==> src/rtl/syn_fifo.sv <==
// -----------------------------------------------------------------------------
// syn_fifo -- single-clock first-in first-out buffer with registered read data.
//
// Parameters
//   DEPTH : number of storage entries (power of two, >= 2)
//   WIDTH : data bits per entry
//
// Ports
//   clk       in   sole clock, rising edge
//   rst       in   asynchronous active-high reset
//   we        in   write request
//   re        in   read request
//   din       in   write data [WIDTH-1:0]
//   dout      out  read data, registered, loads one clock after an accepted read
//   full      out  occupancy == DEPTH (registered)
//   empty     out  occupancy == 0 (registered)
//   count     out  occupancy [$clog2(DEPTH):0]
//   overflow  out  one-cycle pulse after a write dropped because full (re=0)
//   underflow out  one-cycle pulse after a read dropped because empty
//
// Build option
//   SYN_FIFO_ERR_FLAGS_EN : when defined, overflow/underflow are registered
//   pulses; when undefined they are tied to 0 and no flag logic exists.
//
// Handshake: a write is taken on an edge where we=1 and the FIFO is not full,
// or it is full but a read is taken on the same edge. A read is taken on an
// edge where re=1 and the FIFO is not empty; dout shows that entry after the
// edge and holds it until the next taken read. Dropped requests change nothing.
// -----------------------------------------------------------------------------
module syn_fifo #(
  parameter int DEPTH = 16,
  parameter int WIDTH = 8
) (
  input  logic                     clk,
  input  logic                     rst,
  input  logic                     we,
  input  logic                     re,
  input  logic [WIDTH-1:0]         din,
  output logic [WIDTH-1:0]         dout,
  output logic                     full,
  output logic                     empty,
  output logic [$clog2(DEPTH):0]   count,
  output logic                     overflow,
  output logic                     underflow
);

  localparam int AW = $clog2(DEPTH);
  localparam int CW = AW + 1;
  localparam logic [CW-1:0] FULL_CNT = CW'(DEPTH);

  logic [WIDTH-1:0] mem_q [DEPTH];

  logic [AW-1:0]    wr_ptr_q, wr_ptr_d;
  logic [AW-1:0]    rd_ptr_q, rd_ptr_d;
  logic [CW-1:0]    count_q,  count_d;
  logic [WIDTH-1:0] dout_q,   dout_d;
  logic             full_q,   full_d;
  logic             empty_q,  empty_d;

  logic wr_acc;
  logic rd_acc;

  // A write while full is still taken when the same edge frees a slot.
  assign rd_acc = re & ~empty_q;
  assign wr_acc = we & (~full_q | re);

  always_comb begin
    wr_ptr_d = wr_ptr_q;
    rd_ptr_d = rd_ptr_q;
    count_d  = count_q;
    dout_d   = dout_q;

    // Pointers are AW bits wide and DEPTH is a power of two, so the natural
    // wrap of the increment gives modulo-DEPTH addressing with no bubble.
    if (wr_acc) wr_ptr_d = wr_ptr_q + AW'(1);
    if (rd_acc) begin
      rd_ptr_d = rd_ptr_q + AW'(1);
      dout_d   = mem_q[rd_ptr_q];
    end

    case ({wr_acc, rd_acc})
      2'b10:   count_d = count_q + CW'(1);
      2'b01:   count_d = count_q - CW'(1);
      default: count_d = count_q;
    endcase

    full_d  = (count_d == FULL_CNT);
    empty_d = (count_d == '0);
  end

  always_ff @(posedge clk or posedge rst) begin
    if (rst) begin
      wr_ptr_q <= '0;
      rd_ptr_q <= '0;
      count_q  <= '0;
      dout_q   <= '0;
      full_q   <= 1'b0;
      empty_q  <= 1'b1;
    end else begin
      wr_ptr_q <= wr_ptr_d;
      rd_ptr_q <= rd_ptr_d;
      count_q  <= count_d;
      dout_q   <= dout_d;
      full_q   <= full_d;
      empty_q  <= empty_d;
    end
  end

  // Storage is not reset; after reset the pointers and count make stale
  // entries unreachable. When full with a simultaneous read and write the
  // read above sees the old contents, which is the oldest entry.
  always_ff @(posedge clk) begin
    if (wr_acc) mem_q[wr_ptr_q] <= din;
  end

`ifdef SYN_FIFO_ERR_FLAGS_EN
  logic ovf_q, ovf_d;
  logic unf_q, unf_d;

  always_comb begin
    ovf_d = we & ~re & full_q;
    unf_d = re & empty_q;
  end

  always_ff @(posedge clk or posedge rst) begin
    if (rst) begin
      ovf_q <= 1'b0;
      unf_q <= 1'b0;
    end else begin
      ovf_q <= ovf_d;
      unf_q <= unf_d;
    end
  end

  assign overflow  = ovf_q;
  assign underflow = unf_q;
`else
  assign overflow  = 1'b0;
  assign underflow = 1'b0;
`endif

  assign dout  = dout_q;
  assign full  = full_q;
  assign empty = empty_q;
  assign count = count_q;

endmodule
==> config.mk <==
export PLATFORM = sky130hd
export DESIGN_NAME = syn_fifo
export DESIGN_NICKNAME = d
export VERILOG_FILES = /design/src/rtl/syn_fifo.sv
export SDC_FILE = /design/constraint.sdc
export NUM_CORES = 1
export LEC_CHECK = 0
export ABC_AREA = 1
export ABC_CLOCK_PERIOD_IN_PS = 5250
export CORE_ASPECT_RATIO = 0.6
export CORE_MARGIN = 8
export CORE_UTILIZATION = 60
export CTS_BUF_LIST = sky130_fd_sc_hd__clkbuf_16
export DETAILED_ROUTE_END_ITERATION = 12
export PLACE_DENSITY_LB_ADDON = 0.15
export SLEW_MARGIN = 20
export SYNTH_ARGS = -nofsm -noshare
export SYNTH_HDL_FRONTEND = slang
export SYNTH_SLANG_ARGS = --single-unit
export TNS_END_PERCENT = 10
==> constraint.sdc <==
create_clock -name clk -period 5.25 [get_ports clk]
set_input_delay 1.05 -clock clk [delete_from_list [all_inputs] [get_ports clk]]
set_output_delay 1.05 -clock clk [all_outputs]
set_load 0.02 [all_outputs]
==> flow_summary_export.csv <==
group,metric,value,unit
cells_and_area,num-fill-cells,658,
power_and_ir_drop,p_int,0.00266,W
power_and_ir_drop,p_leak,2.59,nW
cells_and_area,mostFrequentLayoutCell,"edfxtp_1",
floorplanning,die_area,13900,µm²
power_and_ir_drop,power_frac_seq,38.6,%
sta,final.setup.tns,0,ps
sta,min_period_over_period,58.5,%
detailed_routing,viasPerCell,5.96,
yosys,syn_avg_cell_area,12.3,µm²
cells_and_area,layout_common_cells,"128 x edfxtp_1, 77 x nor2_1, 69 x nand2_1",
sta,setup_viol,0,
global_route,grt_max_degree,68,
power_and_ir_drop,vdd.ir_drop.worst,0.504,mV
sta,finalCriticalPeriod,3070,ps
yosys,synthTopCellsByArea,"edfxtp_1 62%, dfrtp_1 8.9%, o21ai_0 4.9%, nor2_1 4.7%, nand2_1 4.2%",
floorplanning,std_cell_rows,28,
cells_and_area,areaGrowthSynthToFinish,15.3,%
detailed_routing,wl_per_cell,21.4,µm
worst_setup_path,crit_type,"in2reg",
worst_setup_path,end_kind,"flop",
global_route,antenna_found_initial,0,
global_route,grt_pass1_wl,22.7,mm
worst_setup_path,critPathArrivalTime,3420,ps
power_and_ir_drop,power_frac_clock,28.7,%
hold_path,worstHoldPathCells,2,
yosys,synth_edf_count,128,
yosys,postSynth.asyncResetShare,15.2,%
clock_tree,cts_made_buffers,17,
sta,slew_headroom,32.4,%
sta,hold_slack,480,ps
clock_tree,cts_buffer_depth,2,
clock_tree,cts_root_buf,"clkbuf_16",
yosys,synth.largest_area_cell,"edfxtp_1",
yosys,yosys_warnings,0,
flow_run,maxCapViolCount,0,
worst_setup_path,cp.required,5600,ps
clock_tree,postCtsSetupBuffers,0,
status,status,"completed",
detailed_routing,drt_iter0_markers,530,
power_and_ir_drop,p_sw,0.00154,W
clock_tree,clk_pin_slew,60,ps
power_and_ir_drop,power_per_cell_area,590,nW/µm²
detailed_routing,drc,0,
cells_and_area,drive_gt1_share,9.50,%
placed_design,place_congestion,0.863,
worst_setup_path,cp_max_fo,9,
clock_tree,cts.sinks,151,
global_route,grt_overflow,0,
yosys,synth-seq-cells,151,
placed_design,post-dp-hpwl,8.95,mm
clock_tree,cts-hold-fix-buffers,0,
global_route,track_usage,22.0,%
detailed_routing,antenna_left,0,
clock_tree,cts_tree,"done",
detailed_routing,routed-via-count,4008,
detailed_routing,firstDrtPassIters,5,
sta,finalHoldViolCount,0,
power_and_ir_drop,combPwrFrac,32.7,%
yosys,synth_area,6190,µm²
worst_setup_path,rrSetupSlack,2540,ps
clock_tree,clock_latency,420,ps
power_and_ir_drop,p_sw_share,36.7,%
detailed_routing,routed_wl,14.4,mm
sta,finalMaxSlewViolations,0,
floorplanning,fp.dieH,94.7,µm
sta,worst_pin_slew,1010,ps
yosys,synthCells,501,
cells_and_area,final_nets,543,
sta,fmax,0.326,GHz
yosys,synth_cell_types,32,
cells_and_area,antenna_cells,0,
global_route,grt_pass1_vias,3956,
clock_tree,cts_repair_resize_count,0,
placed_design,io_buffers,26,
clock_tree,ctsHtreeMaxLevel,4,
floorplanning,core,9950,µm²
yosys,ys_seq_area_share,71.5,%
worst_setup_path,cp-start-kind,"input pin",
yosys,synth_top_area_share,62.1,%
floorplanning,ios,29,
worst_setup_path,ff2ff_path_depth,8,
yosys,synthFlopType,"edfxtp_1",
sta,fin_worst_skew,14.1,ps
hold_path,hold_path_class,"reg2reg",
sta,grt_setup_unrepaired,"no",
floorplanning,start_util,62.2,%
floorplanning,fp.dieW,147,µm
## per-stage QoR
| step | setup slack [ps] | std cells | power, W | instance area [µm²] | util, % |
|---|---|---|---|---|---|
| 5_1_grt | 1990 | 672 | 0.00444 | 7130 | 71.7 |
| 4_1_cts | 2210 | 672 | 0.00421 | 7130 | 71.7 |
| 2_1_floorplan | 2620 | 502 | 0.00250 | 6190 | - |
| 3_3_place_gp | 1870 | 640 | 0.00295 | 6520 | 65.6 |
| 6_report | 2180 | 672 | 0.00421 | 7130 | 71.7 |
| 3_5_place_dp | 1790 | 640 | 0.00300 | 6520 | 65.6 |
## final timing paths
path	start	endpoint
hold reg to reg	dout[5]	dout[5]
setup reg to reg	rd_ptr_q[0]	dout[5]
max in group asynchronous	rst	rd_ptr_q[0]
setup / recovery	re	full
min in group asynchronous	rst	dout[2]
hold / removal	dout[5]	dout[5]
## metal layers
layer  wire length [µm]  GRT usage, %
met1               6480          31.3
met2               6220          31.7
met3               1550          7.50
met4                144          6.08
met5                  0             0
## power groups by stage
stage / clock, W / combinational (W) / sequential, W
5_1_grt: 0.00128 / 0.00152 / 0.00164
3_3_place_gp: 0 / 0.00131 / 0.00164
2_1_floorplan: 0 / 0.000844 / 0.00166
6_report: 0.00121 / 0.00137 / 0.00162
3_5_place_dp: 0 / 0.00135 / 0.00164
4_1_cts: 0.00121 / 0.00137 / 0.00162
## worst max-delay path: stages
cell             delay [ps]
clkdlybuf4s50_1         540
inv_2                    80
a21oi_2                 360
inv_1                    90
ha_1                    400
o21ai_0                 230
inv_1                    70
or2_2                   270
nor2_1                  110
nand3_1                 110
nor2_2                  110
## sequential cells by signal, indices dropped and copies added, names as in the netlist
name	count
dout	8
full	1
count	5
empty	1
mem_q	128
wr_ptr_q	4
rd_ptr_q	4
## final cells by class
type                    count  area [µm²]  share of cell area, %
clock buffers              22         551                   7.72
clock inverters            10        57.6                  0.807
flip-flops and latches    151        4420                   62.0
multi-input cells         302        1570                   22.0
well taps                 135         169                   2.37
inverters                  24        90.1                   1.26
repair buffers             28         275                   3.86
## synth_stat cells (2+ instances only)
cell type  instances
buf_4              2
nand4_1            3
nand3_1           18
edfxtp_1         128
nor2_1            77
o221ai_1          23
nand3_2            3
buf_2              9
o22ai_1            5
o21ai_0           60
o211ai_1           3
nand2_1           69
a21oi_1            7
xor2_1             7
inv_2              7
nand2_2            3
mux2i_1            4
o21ai_1            4
ha_1               7
inv_1             17
clkbuf_1          13
dfrtp_1           22
## logic make-up after synthesis
kind of cell             share of synthesized area (%)
buffers and inverters                             3.28
multiplexers                                     0.647
flip-flops                                        71.5
other                                           0.0606
AO/OA/AOI/OAI                                     10.0
XOR/XNOR                                          1.13
AND/OR/NAND/NOR                                   12.0
adder cells (fa/ha/maj)                           1.42
(Power assumes the default switching activity.)
==> RTL edit: new RTL, same flow settings <==
Set the parameter `DEPTH` to 32 (it was 16).
--- a/src/rtl/syn_fifo.sv
+++ b/src/rtl/syn_fifo.sv
@@ -29,5 +29,5 @@
 // -----------------------------------------------------------------------------
 module syn_fifo #(
-  parameter int DEPTH = 16,
+  parameter int DEPTH = 32,
   parameter int WIDTH = 8
 ) (
Interface: changed (resized count); port bits go from 29 to 30. No check against the original RTL was run, so the function may have changed too.
==> RTL edit against the unedited design <==
Wire length is 100% higher. Register-to-register slack worse by 0.62 ns. Clock power is 42% higher. Worst hold slack better by 0.0086 ns. Die area is 74% higher. Power is 67% higher. Via count is 90% higher. Synthesized area is 87% higher. Sequential cell count is 131 higher. Maximum frequency is 7.7% lower. Utilization is 4.5 points lower. Worst setup slack worse by 0.26 ns. Cell area is 79% higher.
==> RTL edit: results (changes against the unedited design) <==
status: finished, final reports clean
CORE AREA: 19000 um2 (+91%)
fin cells: 1231 (+83%)
grt met1 use: 38.8% (+7.4 points)
CTS H-tree depth: 1 (-3)
slowest library cell on the worst path: clkinv_2
drt wl/cell: 23.6 um (+10%)
HP Start: dout[0]
multi-input combinational area share: 22.7% (+0.75 points)
met3 Track Usage GR: 6.48% (-1.0 points)
post-layout util: 67.1% (-4.5 points)
Layout Skew: 0.0217 ns (+0.00767 ns)
CTS Buf Count: 25 (+8)
dpl cell area: 12000 um2 (+84%)
drt initial violations: 1029 (+94%)
multi-input gate count: 593 (+96%)
EDFF count, synth: 256 (+100%)
Worst Hold Slack: 0.489 ns (+0.00864 ns)
Final nets: 987 (+82%)
vias in the first global route: 6987 (+77%)
GR Layer Usage met2: 31.3% (-0.38 points)
Seq/Total Area, Yosys: 71.9% (+0.45 points)
gr usage total: 23.9% (+1.9 points)
CP Max Fanout: 59 (+50)
CP arrival: 3.72 ns (+0.30 ns)
clk sinks: 282 (+87%)
Max clock buf depth: 3 (+1)
Worst-Margin Slew: 1.07 ns (+0.0597 ns)
leakage power total: 4.36 nW (+68%)
worst reg-to-reg setup slack: 1.92 ns (-0.62 ns)
post-DP HPWL: 18100 um (+100%)
Vias: 7619 (+90%)
CP startpoint: rd_ptr_q[0]
Crit path largest cell delay: 0.81 ns (+0.27 ns)
largest net degree at the start of global routing: 99 (+46%)
Non-clk bufs: 37 (+32%)
hold endpoint: dout[0]
share of layout cells above drive strength 1: 7.82% (-1.7 points)
maximum vdd ir drop: 0.325 mV (-36%)
Skew-Pair Late Insertion Delay: 0.52 ns (+0.10 ns)
first-pass GRT wire length: 43400 um (+91%)
filler cell count: 1444 (+120%)
number of port buffers: 27 (+3.8%)
[RTL edit: how the worst max path moves through the flow]
stage / end / slack [ns] / cells after the start
finish: dout[6] / 1.92 / 8
floorplan: empty / 2.59 / 12
global placement: full / 1.62 / 13
global route: dout[7] / 1.71 / 8
CTS: dout[0] / 2.03 / 8
detailed placement: mem_q[16][3] / 1.57 / 5
[RTL edit: cells by family (layout without fill, tap and decap cells)]
kind of cell               Yosys count  in the layout  synth area share (%)
and+or+nand+nor                    382            382                  14.0
DFF                                282            282                  71.9
AOI/OAI and AO/OA                  193            193                  9.49
buffers and inverters               81            110                  3.16
xor gates and xnor gates             9              9                 0.680
adders and majority gates            7              7                 0.755
other                                1              2                0.0323
[RTL edit: report_power, final]
| group | switching, mW | internal, mW |
|---|---|---|
| clock | 0.760 | 0.958 |
| sequential | 0.224 | 2.67 |
| combinational | 1.72 | 0.703 |
[RTL edit: metal layers]
layer,up-vias,wire length [um]
met2,448,11300
met3,36,3660
met1,3684,13600
met4,0,434
met5,-,0
li1,3451,-
